===== src/rtl/fp_mul_seq.sv =====
// Sequential binary32 multiplier: 24-cycle shift-and-add mantissa product,
// one normalisation cycle, truncating rounding, flush-to-zero denormals.
module fp_mul_seq (
    input  logic        clk,
    input  logic        rst,
    input  logic        start,
    input  logic [31:0] A,
    input  logic [31:0] B,
    output logic        busy,
    output logic        done,
    output logic [31:0] result
);

    localparam int unsigned WW      = 32;
    localparam int unsigned EW      = 8;
    localparam int unsigned FW      = 23;
    localparam int unsigned MW      = FW + 1;
    localparam int unsigned PW      = 2 * MW;
    localparam int unsigned CW      = 5;
    localparam int unsigned XW      = EW + 2;
    localparam int unsigned BIAS    = 127;
    localparam int unsigned LAST_IT = MW - 1;

    localparam logic [WW-1:0] QNAN  = 32'h7FC0_0000;

    typedef enum logic [1:0] {
        S_IDLE = 2'd0,
        S_MUL  = 2'd1,
        S_NORM = 2'd2
    } state_t;

    state_t state_q;
    state_t state_d;

    // Latched operand fields and iteration state
    logic          sign_q;
    logic [EW-1:0] ea_q;
    logic [EW-1:0] eb_q;
    logic [FW-1:0] fb_q;
    logic [MW-1:0] ma_q;
    logic [MW-1:0] mb_q;
    logic [PW-1:0] p_q;
    logic [CW-1:0] cnt_q;

    logic          load;
    logic          step;
    logic          finish;
    logic          busy_d;
    logic          done_d;
    logic          last_iter;

    assign last_iter = (cnt_q == CW'(LAST_IT));

    // State register
    always_ff @(posedge clk or posedge rst) begin
        if (rst) begin
            state_q <= S_IDLE;
        end else begin
            state_q <= state_d;
        end
    end

    // Next-state logic
    always_comb begin
        state_d = state_q;
        unique case (state_q)
            S_IDLE:  if (start) state_d = S_MUL;
            S_MUL:   if (last_iter) state_d = S_NORM;
            S_NORM:  state_d = S_IDLE;
            default: state_d = S_IDLE;
        endcase
    end

    // Control and next-output decode
    always_comb begin
        load   = 1'b0;
        step   = 1'b0;
        finish = 1'b0;
        busy_d = 1'b0;
        done_d = 1'b0;
        unique case (state_q)
            S_IDLE: begin
                load   = start;
                busy_d = start;
            end
            S_MUL: begin
                step   = 1'b1;
                busy_d = 1'b1;
            end
            S_NORM: begin
                finish = 1'b1;
                done_d = 1'b1;
            end
            default: ;
        endcase
    end

    // Operand latch and shift-and-add datapath
    always_ff @(posedge clk or posedge rst) begin
        if (rst) begin
            sign_q <= 1'b0;
            ea_q   <= '0;
            eb_q   <= '0;
            fb_q   <= '0;
            ma_q   <= '0;
            mb_q   <= '0;
            p_q    <= '0;
            cnt_q  <= '0;
        end else if (load) begin
            sign_q <= A[WW-1] ^ B[WW-1];
            ea_q   <= A[WW-2:FW];
            eb_q   <= B[WW-2:FW];
            fb_q   <= B[FW-1:0];
            ma_q   <= {1'b1, A[FW-1:0]};
            mb_q   <= {1'b1, B[FW-1:0]};
            p_q    <= '0;
            cnt_q  <= '0;
        end else if (step) begin
            if (mb_q[0]) begin
                p_q <= p_q + (PW'(ma_q) << cnt_q);
            end
            mb_q  <= mb_q >> 1;
            cnt_q <= cnt_q + CW'(1);
        end
    end

    // Normalisation and special-case resolution
    logic [FW-1:0] fa;
    logic          a_max;
    logic          b_max;
    logic          a_zero;
    logic          b_zero;
    logic          a_nan;
    logic          b_nan;
    logic [XW-1:0] e_raw;
    logic [XW-1:0] e_adj;
    logic [FW-1:0] frac;
    logic          ovf;
    logic          unf;
    logic [WW-1:0] norm_result;

    assign fa     = ma_q[FW-1:0];
    assign a_max  = (ea_q == '1);
    assign b_max  = (eb_q == '1);
    assign a_zero = (ea_q == '0);
    assign b_zero = (eb_q == '0);
    assign a_nan  = a_max && (fa != '0);
    assign b_nan  = b_max && (fb_q != '0);

    // Exponent held as 10-bit two's complement so underflow shows as bit 9
    assign e_raw  = XW'(ea_q) + XW'(eb_q) - XW'(BIAS);
    assign e_adj  = e_raw + XW'(p_q[PW-1]);
    assign frac   = p_q[PW-1] ? p_q[PW-2:MW] : p_q[PW-3:FW];
    assign ovf    = !e_adj[XW-1] && (e_adj >= XW'(255));
    assign unf    = e_adj[XW-1] || (e_adj == '0);

    always_comb begin
        norm_result = {sign_q, e_adj[EW-1:0], frac};
        if (a_nan || b_nan || (a_max && b_zero) || (b_max && a_zero)) begin
            norm_result = QNAN;
        end else if (a_max || b_max) begin
            norm_result = {sign_q, {EW{1'b1}}, {FW{1'b0}}};
        end else if (a_zero || b_zero) begin
            norm_result = {sign_q, {(WW-1){1'b0}}};
        end else if (ovf) begin
            norm_result = {sign_q, {EW{1'b1}}, {FW{1'b0}}};
        end else if (unf) begin
            norm_result = {sign_q, {(WW-1){1'b0}}};
        end
    end

    // Registered outputs
    always_ff @(posedge clk or posedge rst) begin
        if (rst) begin
            busy   <= 1'b0;
            done   <= 1'b0;
            result <= '0;
        end else begin
            busy <= busy_d;
            done <= done_d;
            if (finish) begin
                result <= norm_result;
            end
        end
    end

endmodule


===== config.mk =====
export PLATFORM = sky130hd
export DESIGN_NAME = fp_mul_seq
export DESIGN_NICKNAME = d
export VERILOG_FILES = /design/src/rtl/fp_mul_seq.sv
export SDC_FILE = /design/constraint.sdc
export NUM_CORES = 1
export LEC_CHECK = 0
export BUFFER_PORTS_ARGS = -buffer_cell sky130_fd_sc_hd__buf_4
export CAP_MARGIN = 20
export CELL_PAD_IN_SITES_DETAIL_PLACEMENT = 1
export CELL_PAD_IN_SITES_GLOBAL_PLACEMENT = 2
export CORE_MARGIN = 8
export CORE_UTILIZATION = 37
export DETAILED_ROUTE_END_ITERATION = 10
export PLACE_DENSITY_LB_ADDON = 0.1
export SETUP_SLACK_MARGIN = 0.4
export SYNTH_ARGS = -nofsm -noshare
export SYNTH_HDL_FRONTEND = slang
export SYNTH_SLANG_ARGS = --single-unit

===== constraint.sdc =====
create_clock -name clk -period 6.22 [get_ports clk]
set_input_delay 0.622 -clock clk [delete_from_list [all_inputs] [get_ports clk]]
set_output_delay 0.622 -clock clk [all_outputs]
set_load 0.005 [all_outputs]

# After elaboration in Yosys (flattened, before gate mapping)
# Index checks and enable logic that the tools add are counted.
# word_totals
word_cells,69
reg_bits,177
in_bits,67
# classes
n_bitwise,1
reduce_logical,22
n_shift,1
n_eq_ne,7
order_cmp,1
addsub,5
muxes,20
# ops
operator,n
2-to-1 mux 48 bit,3
2-to-1 mux 31 bit,4
adder 48 bit,1
2-to-1 mux 24 bit,2
left shift 24 x 5 -> 48 bit,1
nonzero test 23 bit,2
2-to-1 mux 32 bit,1
2-to-1 mux 23 bit,1
equality test 8 bit (second input constant),2
zero test 8 bit,2
adder 10 x 1 -> 10 bit,1
>= comparator 10 x 8 -> 1 bit (second input constant),1
zero test 10 bit,1
2-to-1 mux 5 bit,2
subtractor 9 x 7 -> 10 bit (second input constant),1
adder 8 x 8 -> 9 bit,1
logical OR 1 bit,6
adder 5 x 1 -> 5 bit (second input constant),1
equality test 5 bit (second input constant),1
logical AND 1 bit,5
2-to-1 mux 2 bit,2
inequality test 2 bit (second input constant),2
one-hot mux 2 bit (2 select lines),1
AND reduction 2 bit,2
other kinds (8),11

# Logic depth before layout (Yosys ltp)
# Gate-level depths: netlist of the first run.
# depth
ltp_word,10
ltp_mapped,22
mapped_depth_nobuf,20

# Worst setup path before layout of the first run
# No wires, ideal clock.
# synth_path
path_type,register -> register
from,register cnt_q[0]
to,register p_q[42]
slack_ns,1.908
n_path_buf,4
arrival_ns,4.243
required_ns,6.151
path_stages_with_launch,20
path_cell_list,dfrtp_1 > buf_1 > buf_2 > clkbuf_1 > a21oi_1 > mux2i_1 > mux2_2 > nor2_1 > ha_1 > buf_2 > nand4_1 > nor2_1 > and3_1 > nand2_1 > o21ai_1 > o21ai_1 > o31ai_4 > a31oi_1 > or4_1 > nand3_1
# synth_between
elab_chain_len,5
# synth_lines
item,line,source
start: declaration,43,logic [CW-1:0] cnt_q;
start signal: assignment,123,cnt_q <= cnt_q + CW'(1);
left shift 24 x 5 -> 48 bit,120,p_q <= p_q + (PW'(ma_q) << cnt_q);
adder 48 bit,120,
2-to-1 mux 48 bit,119,if (mb_q[0]) begin
2-to-1 mux 48 bit,118,end else if (step) begin
2-to-1 mux 48 bit,109,end else if (load) begin
end signal: assignment,120,
end: declaration,42,logic [PW-1:0] p_q;
# No other way between the ends. The select of a mux whose other input is x is not followed.
# A chain may end at the register's enable or synchronous reset.

# Worst setup path in the final report of the first run
# Ends and elaborated chain as after synthesis.

==> impl_metrics.ini, run 1 <==
[power]
pwr_density_cell_nw_per_um2 = 615
p_int_uw = 4210
total_power_uw = 8300
max-vdd-ir-drop_mv = 0.288
p_comb_frac = 0.614
p_seq_frac = 0.251
swShare = 0.493
pwr-share-clk = 0.136
switching_power_uw = 4090
p_leak_uw = 0.00644

[sta]
final.min_clock_period_ns = 5.06
fin_skew_ns = 0.00838
timing.setup.tns_ns = 0
tightest_slew_ns = 1.07
hold_viol_final = 0
slew_viol_final = 0
setup_viol = 0
rsz0062_at_grt = false
fmax_mhz = 198
period_share = 0.813
max_slew_margin = 0.282
setup_ws_ns = 1.16

[clocking]
ctsRootBufferMaster = clkbuf_16
h-tree-depth = 4
clk_latency_ns = 0.45
cts_hold_repair.buffers = 0
cts_made_buffers = 17
postCtsResizedCells = 0
cts_setup_buffers = 0
cts_buffer_depth = 2
cts_tree = built
clock_sinks = 177
clk_pin_slew_ns = 0.08

[logic_synthesis]
ys_ff_latch = 177
synth-edff-count = 0
synth.area.top_cells = dfrtp_1, nand2_1, ha_1, o21ai_0, a21oi_1
synth_top_area_cell = dfrtp_1
netlist_instances = 1378
netlist-cell-type-count = 67
yosysSeqAreaShare = 0.375
yosysTopAreaCellShare = 0.375
mappedNetlistArea_um2 = 11800
synth.avg_cell_area_um2 = 8.58
syn_nets = 1511
yosysMostFrequentCell = nand2_1
ys.flop_type = dfrtp_1
yosys-top-cells-count = nand2_1, dfrtp_1, o21ai_0
yosys_warnings = 0
async_flop_share = 1.00

[placement]
place_hpwl_mm = 26.9
gp_congestion = 0.878
portBuffers = 100
dp_cells = 1813
place_area_um2 = 12900
post-place-ws_ns = 1.21

[routing]
num_vias = 10200
via_per_inst = 5.52
wl_mm = 36.3
wire_per_inst_um = 19.7
first_pass_iters = 4
drtIter0Drc = 558
ant_nets = 0
drc = 0

[setup_path]
endpoint_kind = flop
critPathArrivalTime_ns = 5.44
slowest_delay_ns = 0.65
path_cells = buf_4, mux4_2, mux2i_1, mux2_2, nor2_1, ha_1, nand4_1, nor2_1, and3_1, nand2_1, o21ai_1, o21ai_1, o31ai_4, a31oi_1, or4_1, nand3_1
crit_slowest_cell = dfrtp_1
crit_path_start_kind = flop
path_class = flop to flop
critPathBufInv = 1
required_ns = 6.60
cp_max_fo = 17
crit_family = simple AND/OR/NAND/NOR gates

[floorplanning]
core_area_um2 = 31500
ioPinCount = 101
num_rows = 65
start_util = 0.376
fp.dieH_um = 195
dieWidth_um = 195
dieArea_um2 = 37900

[global_routing]
grt_max_degree = 92
grt_pass1_vias = 10800
overflow = 0
grtUsageMet1 = 0.265
grt_pass1_wl_mm = 60.0
antenna_found_initial = 1
use_met3 = 0.0354
grt.met2_usage = 0.308
grt-busiest-layer = met2
track_usage = 0.194

[layout]
final_nets = 1564
design_area_um2 = 13500
fillCellCount = 3710
area_delta_synth_final_pct = 14.2
stdcell_count = 1846
n_antenna_cell = 0
layout-drive-gt1-share = 0.153
seq_area_um2 = 4430
multi_input_area_um2 = 6980

[status]
outcome = finished clean

[hold_path]
holdCritPathClass = input pin to async pin

[run]
maxCapViolCount = 0
[state kept, by name, summed over array words and instances, names as in the netlist]
register and flops:
eb_q 8, busy 1, result 32, sign_q 1, done 1, state_q 2
p_q 48, cnt_q 5, ea_q 8, mb_q 24, fb_q 23, ma_q 24
[cell usage in the layout (no fill, tap or decap), drive strengths merged, types with 8 or more instances in the layout]
master  instances
a21oi          93
a22oi          26
xor2           24
and2            9
nand3          16
buf           116
inv            31
nor2           63
mux2           36
clkinv          8
nand4          19
mux2i          37
mux4            8
clkbuf         18
nor4           11
o21bai         13
nand2         307
a21o           34
nor2b          32
nand2b         11
o21ai         131
a22o           27
o22ai          11
ha             64
o31ai          10
dfrtp         177
xnor2          26
nor3           11
[routing by layer]
layer  share of wire  routed length [um]  vias up
met3           0.031                1130       41
li1                -                   -     4995
met1            0.49               17800     5007
met4           0.020                 722        2
met5         0.00028                  10        -
met2            0.46               16600      154
[path summary, 6_finish.rpt]
path                           from         end  slack (ns)  cells past startpoint
hold / removal                  rst     ea_q[5]        0.33                      2
hold reg to reg             fb_q[6]     fb_q[6]        0.48                      2
max in group asynchronous       rst  result[16]        4.58                      3
min in group clk               A[1]     ma_q[1]        0.36                      3
setup / recovery           cnt_q[0]     p_q[42]        1.16                     16
setup reg to reg           cnt_q[0]     p_q[42]        1.16                     16
[logic make-up (layout without fill, tap and decap cells)]
| kind of cell | Yosys count | count (layout) | synth area share |
|---|---|---|---|
| fa+ha+maj | 66 | 66 | 0.0711 |
| compound gates | 387 | 387 | 0.208 |
| buf+inv | 109 | 175 | 0.0362 |
| xor+xnor | 50 | 50 | 0.0377 |
| flops | 177 | 177 | 0.375 |
| simple gates | 508 | 508 | 0.191 |
| mux | 81 | 81 | 0.0809 |
[power groups by stage]
stage / clock [uW] / combinational (uW) / sequential, uW
2_1_floorplan: 0 / 3890 / 1870
3_3_place_gp: 0 / 5030 / 2090
3_5_place_dp: 0 / 5100 / 2100
4_1_cts: 1170 / 5140 / 2080
5_1_grt: 1200 / 5690 / 2160
6_report: 1130 / 5100 / 2080
[metrics by stage]
stage | util | hold WS [ns]
2_1_floorplan | - | 0.446
3_5_place_dp | 0.409 | 0.465
3_3_place_gp | 0.409 | 0.460
5_1_grt | 0.429 | 0.347
4_1_cts | 0.429 | 0.331
6_report | 0.429 | 0.328
[cell type report]
cell class,count,area share
clock buffer,18,0.0325
timing repair buffer,116,0.0645
tap,402,0.0373
clock inverter,14,0.0124
sequential,177,0.328
inverter,27,0.00788
multi-input combinational,1092,0.517
[worst register-to-register path: stages, from the launching register on]
cell	delay, ns
dfrtp_1	0.65
buf_4	0.36
mux4_2	0.57
mux2i_1	0.30
mux2_2	0.28
nor2_1	0.07
ha_1	0.48
nand4_1	0.16
nor2_1	0.20
and3_1	0.20
nand2_1	0.06
o21ai_1	0.20
o21ai_1	0.24
o31ai_4	0.42
a31oi_1	0.21
or4_1	0.49
nand3_1	0.10
Note: power is estimated with default switching activity, not from simulation.
==> run 2: changes to the inputs <==
- CORE_UTILIZATION: 37 -> 34
- clock period: 6.22 -> 4.2 ns (I/O delays scaled with it)
==> run 2 against run 1 <==
- flip-flop and latch count unchanged
- via count grew 5.4%
- total power up 83%
- global-route usage rose by 0.11 points
- sequential share of layout area fell by 3.9 points
- first-iteration DRC count down 20%
- wire length increased by 11%
- critical path type unchanged
==> impl_metrics.ini, run 2 (synthesis gave the netlist of run 1 again) <==
[floorplanning]
ioPinCount = 101
dieWidth_um = 202
num_rows = 68
fp.dieH_um = 202
start_util = 0.344
core_area_um2 = 34400
dieArea_um2 = 41000

[layout]
fillCellCount = 3981
area_delta_synth_final_pct = 29.5
stdcell_count = 2024
largest_reg_flops = 48
layout-drive-gt1-share = 0.287
final_common_cell = nand2_1
mostFrequentLayoutCells = nand2_1, buf_4, dfrtp_1, o21ai_0, a21oi_1
final_nets = 1690
top_regs = p_q: 48 flops, result: 32 flops
multi_input_area_um2 = 7660
seq_area_um2 = 4430
largest-register = p_q
n_antenna_cell = 0

[setup_path]
critPathArrivalTime_ns = 4.35
cp_max_fo = 10
r2r.worst_path.cells = 20
crit_path_start_kind = flop
path_class = flop to flop
required_ns = 4.52
worstReg2RegEnd = p_q[46]
endpoint_kind = flop
reg2reg_setup_slack_ns = 0.17
r2r_start = cnt_q[1]

[global_routing]
grt_pass1_wl_mm = 64.6
track_usage = 0.195
grt_max_degree = 113
antenna_found_initial = 0
overflow = 0
grt_pass1_vias = 11400

[sta]
max_slew_margin = 0.318
tightest_slew_ns = 1.02
fin_skew_ns = 0.0175
hold_viol_final = 0
timing.setup.tns_ns = 0
slew_viol_final = 0
period_share = 0.960
setup_viol = 0
rsz0062_at_grt = true
final.min_clock_period_ns = 4.03
fmax_mhz = 248

[routing]
via_per_inst = 5.31
first_pass_iters = 4
drc = 0
ant_nets = 0
wire_per_inst_um = 19.8
num_vias = 10800
wl_mm = 40.2
drtIter0Drc = 447

[clocking]
clock_sinks = 177
h-tree-depth = 4
ctsRootBufferMaster = clkbuf_16
cts_made_buffers = 17
clk_latency_ns = 0.46
cts_buffer_depth = 2
cts_hold_repair.buffers = 0
clk_pin_slew_ns = 0.08
cts_tree = built

[run]
maxCapViolCount = 0

[placement]
dp_cells = 1949
place_hpwl_mm = 29.0
gp_congestion = 0.876
portBuffers = 100

[power]
p_leak_uw = 0.00716
pwr_density_cell_nw_per_um2 = 993
max-vdd-ir-drop_mv = 0.428

[status]
outcome = finished clean

[hold_path]
holdCritPathClass = input pin to async pin
## run 2: cell count changes in the layout (fill, tap and decap cells not counted), sizes merged, moves of 2 or more
cell      delta
and4         +3
buf        +121
inv          -2
clkinvlp     +2
clkinv       -3
bufinv       +2
## run 2: cell type report
cell class	count	area share
tap	455	0.0372
inverter	27	0.00695
sequential	177	0.290
timing repair buffer	239	0.126
multi-input combinational	1095	0.500
clock buffer	18	0.0280
clock inverter	13	0.0114
## run 2: worst max path at each step
stage / from / endpoint / cells after the start
after floorplan: cnt_q[1] / p_q[47] / 17
after global placement: cnt_q[0] / p_q[47] / 18
after detailed placement: cnt_q[1] / p_q[42] / 16
after CTS: cnt_q[0] / p_q[47] / 17
after global routing: cnt_q[0] / p_q[47] / 17
final: cnt_q[1] / p_q[46] / 20
## run 2: layer usage
layer,global-route usage,part of all wire,vias up
met2,0.331,0.50,102
li1,-,-,5251
met4,0.0544,0.017,0
met1,0.257,0.46,5370
met5,0,0,-
met3,0.0266,0.019,30
## run 2: what timing repair did
| item | CTS | global route |
|---|---|---|
| gates cloned | 3 | 2 |
| setup endpoints to repair | 28 | 59 |
| buffers inserted | 21 | 18 |
| resized for setup | 87 | 76 |
| pin swaps | 21 | 39 |
## run 2: worst max-delay path, cell delays in order (launching register included)
cell	delay, ns
dfrtp_2	0.45
buf_12	0.17
mux2_2	0.36
nor2_1	0.12
a21oi_2	0.06
a22oi_2	0.32
mux2i_4	0.13
nand2_1	0.08
o21ai_1	0.11
ha_1	0.34
a21o_1	0.20
a21o_1	0.19
a21oi_2	0.14
nand2b_1	0.07
a21o_1	0.17
o21ai_4	0.20
o31ai_4	0.13
buf_4	0.16
a41oi_2	0.20
xor2_1	0.17
o21ai_0	0.09
## run 2: where the power goes
group          leakage (uW)  internal (uW)  switching, uW
Combinational       0.00458           4810           5680
Sequential          0.00230           2360            621
Clock              0.000293            948            769
## run 2: per-stage QoR
stage / hold WS [ns] / total power [uW] / cell area (um^2) / setup slack [ns] / util
global route: 0.140 / 16400 / 15300 / -0.0681 / 0.445
global placement: 0.459 / 11700 / 13600 / -0.124 / 0.396
floorplan: 0.446 / 8620 / 11900 / 0.393 / -
detailed placement: 0.464 / 11800 / 13600 / -0.209 / 0.397
CTS: 0.123 / 14600 / 14800 / 0.145 / 0.432
finish: 0.107 / 15200 / 15300 / 0.169 / 0.445
==> run 3: changes to the inputs <==
- GPL_TIMING_DRIVEN: unset -> 0
==> run 3 against run 2 <==
- register-to-register slack lost 0.16 ns
- sequential power about the same
- final cell count grew 1.9%
- die area is the same
- wire length rose by 3.3%
- global-route usage up 0.52 points
- final area grew 3.5%
- combinational power rose by 6%
- sequential share of layout area shrank 0.97 points
==> impl_metrics.ini, run 3 (synthesis gave the netlist of run 1 again) <==
[status]
outcome = finished clean

[setup_path]
endpoint_kind = flop
required_ns = 4.58
crit_top_cell = o211ai_1
crit_path_start_kind = flop
reg2reg_setup_slack_ns = 0.007
slowest_delay_ns = 0.57
crit_family = compound AO/OA/AOI/OAI gates
cp_max_fo = 7
critPathBufInv = 1
path_cells = buf_8, mux4_2, mux2i_4, nor2_2, a31oi_2, mux2i_1, ha_4, a21oi_2, o21a_1, o211ai_1, a211o_4, a21oi_4, nor3_2, or4_4, and2_4, o211ai_1
crit_slowest_cell = mux4_2
r2r.worst_path.cells = 16
critPathArrivalTime_ns = 4.58
r2r_start = cnt_q[0]
path_class = flop to flop
crit_start = cnt_q[0]
worstReg2RegEnd = p_q[47]

[sta]
hold_viol_final = 0
fmax_mhz = 239
period_share = 0.998
final.min_clock_period_ns = 4.19
rsz0062_at_grt = true
tightest_slew_ns = 0.835
slew_viol_final = 0
setup_viol = 0
fin_skew_ns = 0.0164
setup_ws_ns = 0.00749
max_slew_margin = 0.443

[layout]
seq_area_um2 = 4430
layout-drive-gt1-share = 0.296
fillCellCount = 4002
largest-register = p_q
area_delta_synth_final_pct = 33.9
final_common_cell = nand2_1
n_antenna_cell = 0
largest_reg_flops = 48
multi_input_area_um2 = 7950
top_regs = p_q: 48 flops, result: 32 flops
final_nets = 1728
mostFrequentLayoutCells = nand2_1, buf_4, dfrtp_1, o21ai_0, a21oi_1
design_area_um2 = 15800

[power]
p_leak_uw = 0.00725
max-vdd-ir-drop_mv = 0.437
pwr_density_cell_nw_per_um2 = 1000
p_comb_frac = 0.703
p_seq_frac = 0.189
pwr-share-clk = 0.109
p_int_uw = 8330
swShare = 0.475
switching_power_uw = 7530

[hold_path]
min-delay-start = A[14]
holdPathEnd = ma_q[14]
holdCritPathClass = input pin to flop
min_path_cells = 3

[floorplanning]
num_rows = 68
dieArea_um2 = 41000
core_area_um2 = 34400
fp.dieH_um = 202
dieWidth_um = 202
ioPinCount = 101
start_util = 0.344

[clocking]
cts_tree = built
cts_made_buffers = 17
clk_pin_slew_ns = 0.08
clock_sinks = 177
ctsRootBufferMaster = clkbuf_16
h-tree-depth = 4
cts_buffer_depth = 2
clk_latency_ns = 0.47

[global_routing]
antenna_found_initial = 0
track_usage = 0.200
overflow = 0
grt_pass1_wl_mm = 66.1
grt_max_degree = 39
grt_pass1_vias = 11800

[routing]
drtIter0Drc = 412
via_per_inst = 5.36
first_pass_iters = 5
wl_mm = 41.5
num_vias = 11100
wire_per_inst_um = 20.1
ant_nets = 0
drc = 0

[run]
maxCapViolCount = 0

[placement]
post-place-ws_ns = -0.656
place_area_um2 = 13300
place_hpwl_mm = 30.5
gp_congestion = 0.846
portBuffers = 100
run 3: per-layer routing:
metal  track usage  vias up  wire length, um
met1         0.250     5536            18700
met4        0.0575        0              895
met5             0        -                0
met3        0.0298       55              792
li1              -     5328                -
met2         0.354      135            21100
run 3: per-stage QoR:
stage / TNS, ns / power, uW / cells / hold WS [ns] / util
floorplan: 0 / 8620 / 1378 / 0.446 / -
finish: 0 / 15900 / 2063 / 0.141 / 0.461
detailed placement: -9.98 / 11000 / 1938 / 0.305 / 0.388
global placement: -9.23 / 10900 / 1933 / 0.459 / 0.385
global route: -1.36 / 17100 / 2063 / 0.137 / 0.461
CTS: 0 / 14800 / 2024 / 0.122 / 0.442
run 3: how the worst max path moves through the flow:
stage	endpoint	depth (start not counted)	slack (ns)
after floorplan	p_q[47]	17	0.39
after global placement	p_q[41]	18	-0.67
after detailed placement	p_q[47]	18	-0.66
after CTS	p_q[42]	17	0.02
after global routing	p_q[46]	21	-0.14
final	p_q[47]	16	0.007
run 3: layout make-up:
class / count / share of cell area
Multi-Input combinational cell: 1092 / 0.502
Clock buffer: 19 / 0.0280
Timing Repair Buffer: 198 / 0.104
Clock inverter: 13 / 0.0105
Sequential cell: 177 / 0.280
Buffer: 82 / 0.0330
Inverter: 27 / 0.00696
Tap cell: 455 / 0.0360
run 3: worst reg2reg max path: stages (launching register included):
cell	delay, ns
dfrtp_2	0.47
buf_8	0.15
mux4_2	0.57
mux2i_4	0.22
nor2_2	0.09
a31oi_2	0.25
mux2i_1	0.19
ha_4	0.28
a21oi_2	0.16
o21a_1	0.20
o211ai_1	0.14
a211o_4	0.37
a21oi_4	0.19
nor3_2	0.07
or4_4	0.45
and2_4	0.18
o211ai_1	0.15
run 3: power groups by stage:
| stage | combinational [uW] | clock, uW | sequential, uW |
|---|---|---|---|
| floorplan | 5850 | 0 | 2760 |
| global placement | 7900 | 0 | 2960 |
| detailed placement | 8010 | 0 | 2980 |
| CTS | 10000 | 1770 | 2970 |
| global route | 12200 | 1820 | 3090 |
| finish | 11100 | 1720 | 2990 |
run 3: timing repair:
action / CTS / global route
pin swaps: 41 / 66
hold buffers: 1 / 0
endpoints found under the setup margin: 65 / 59
resized for setup: 207 / 84
gates cloned: 1 / 2
setup buffers: 52 / 37
hold endpoints to repair: 1 / 0
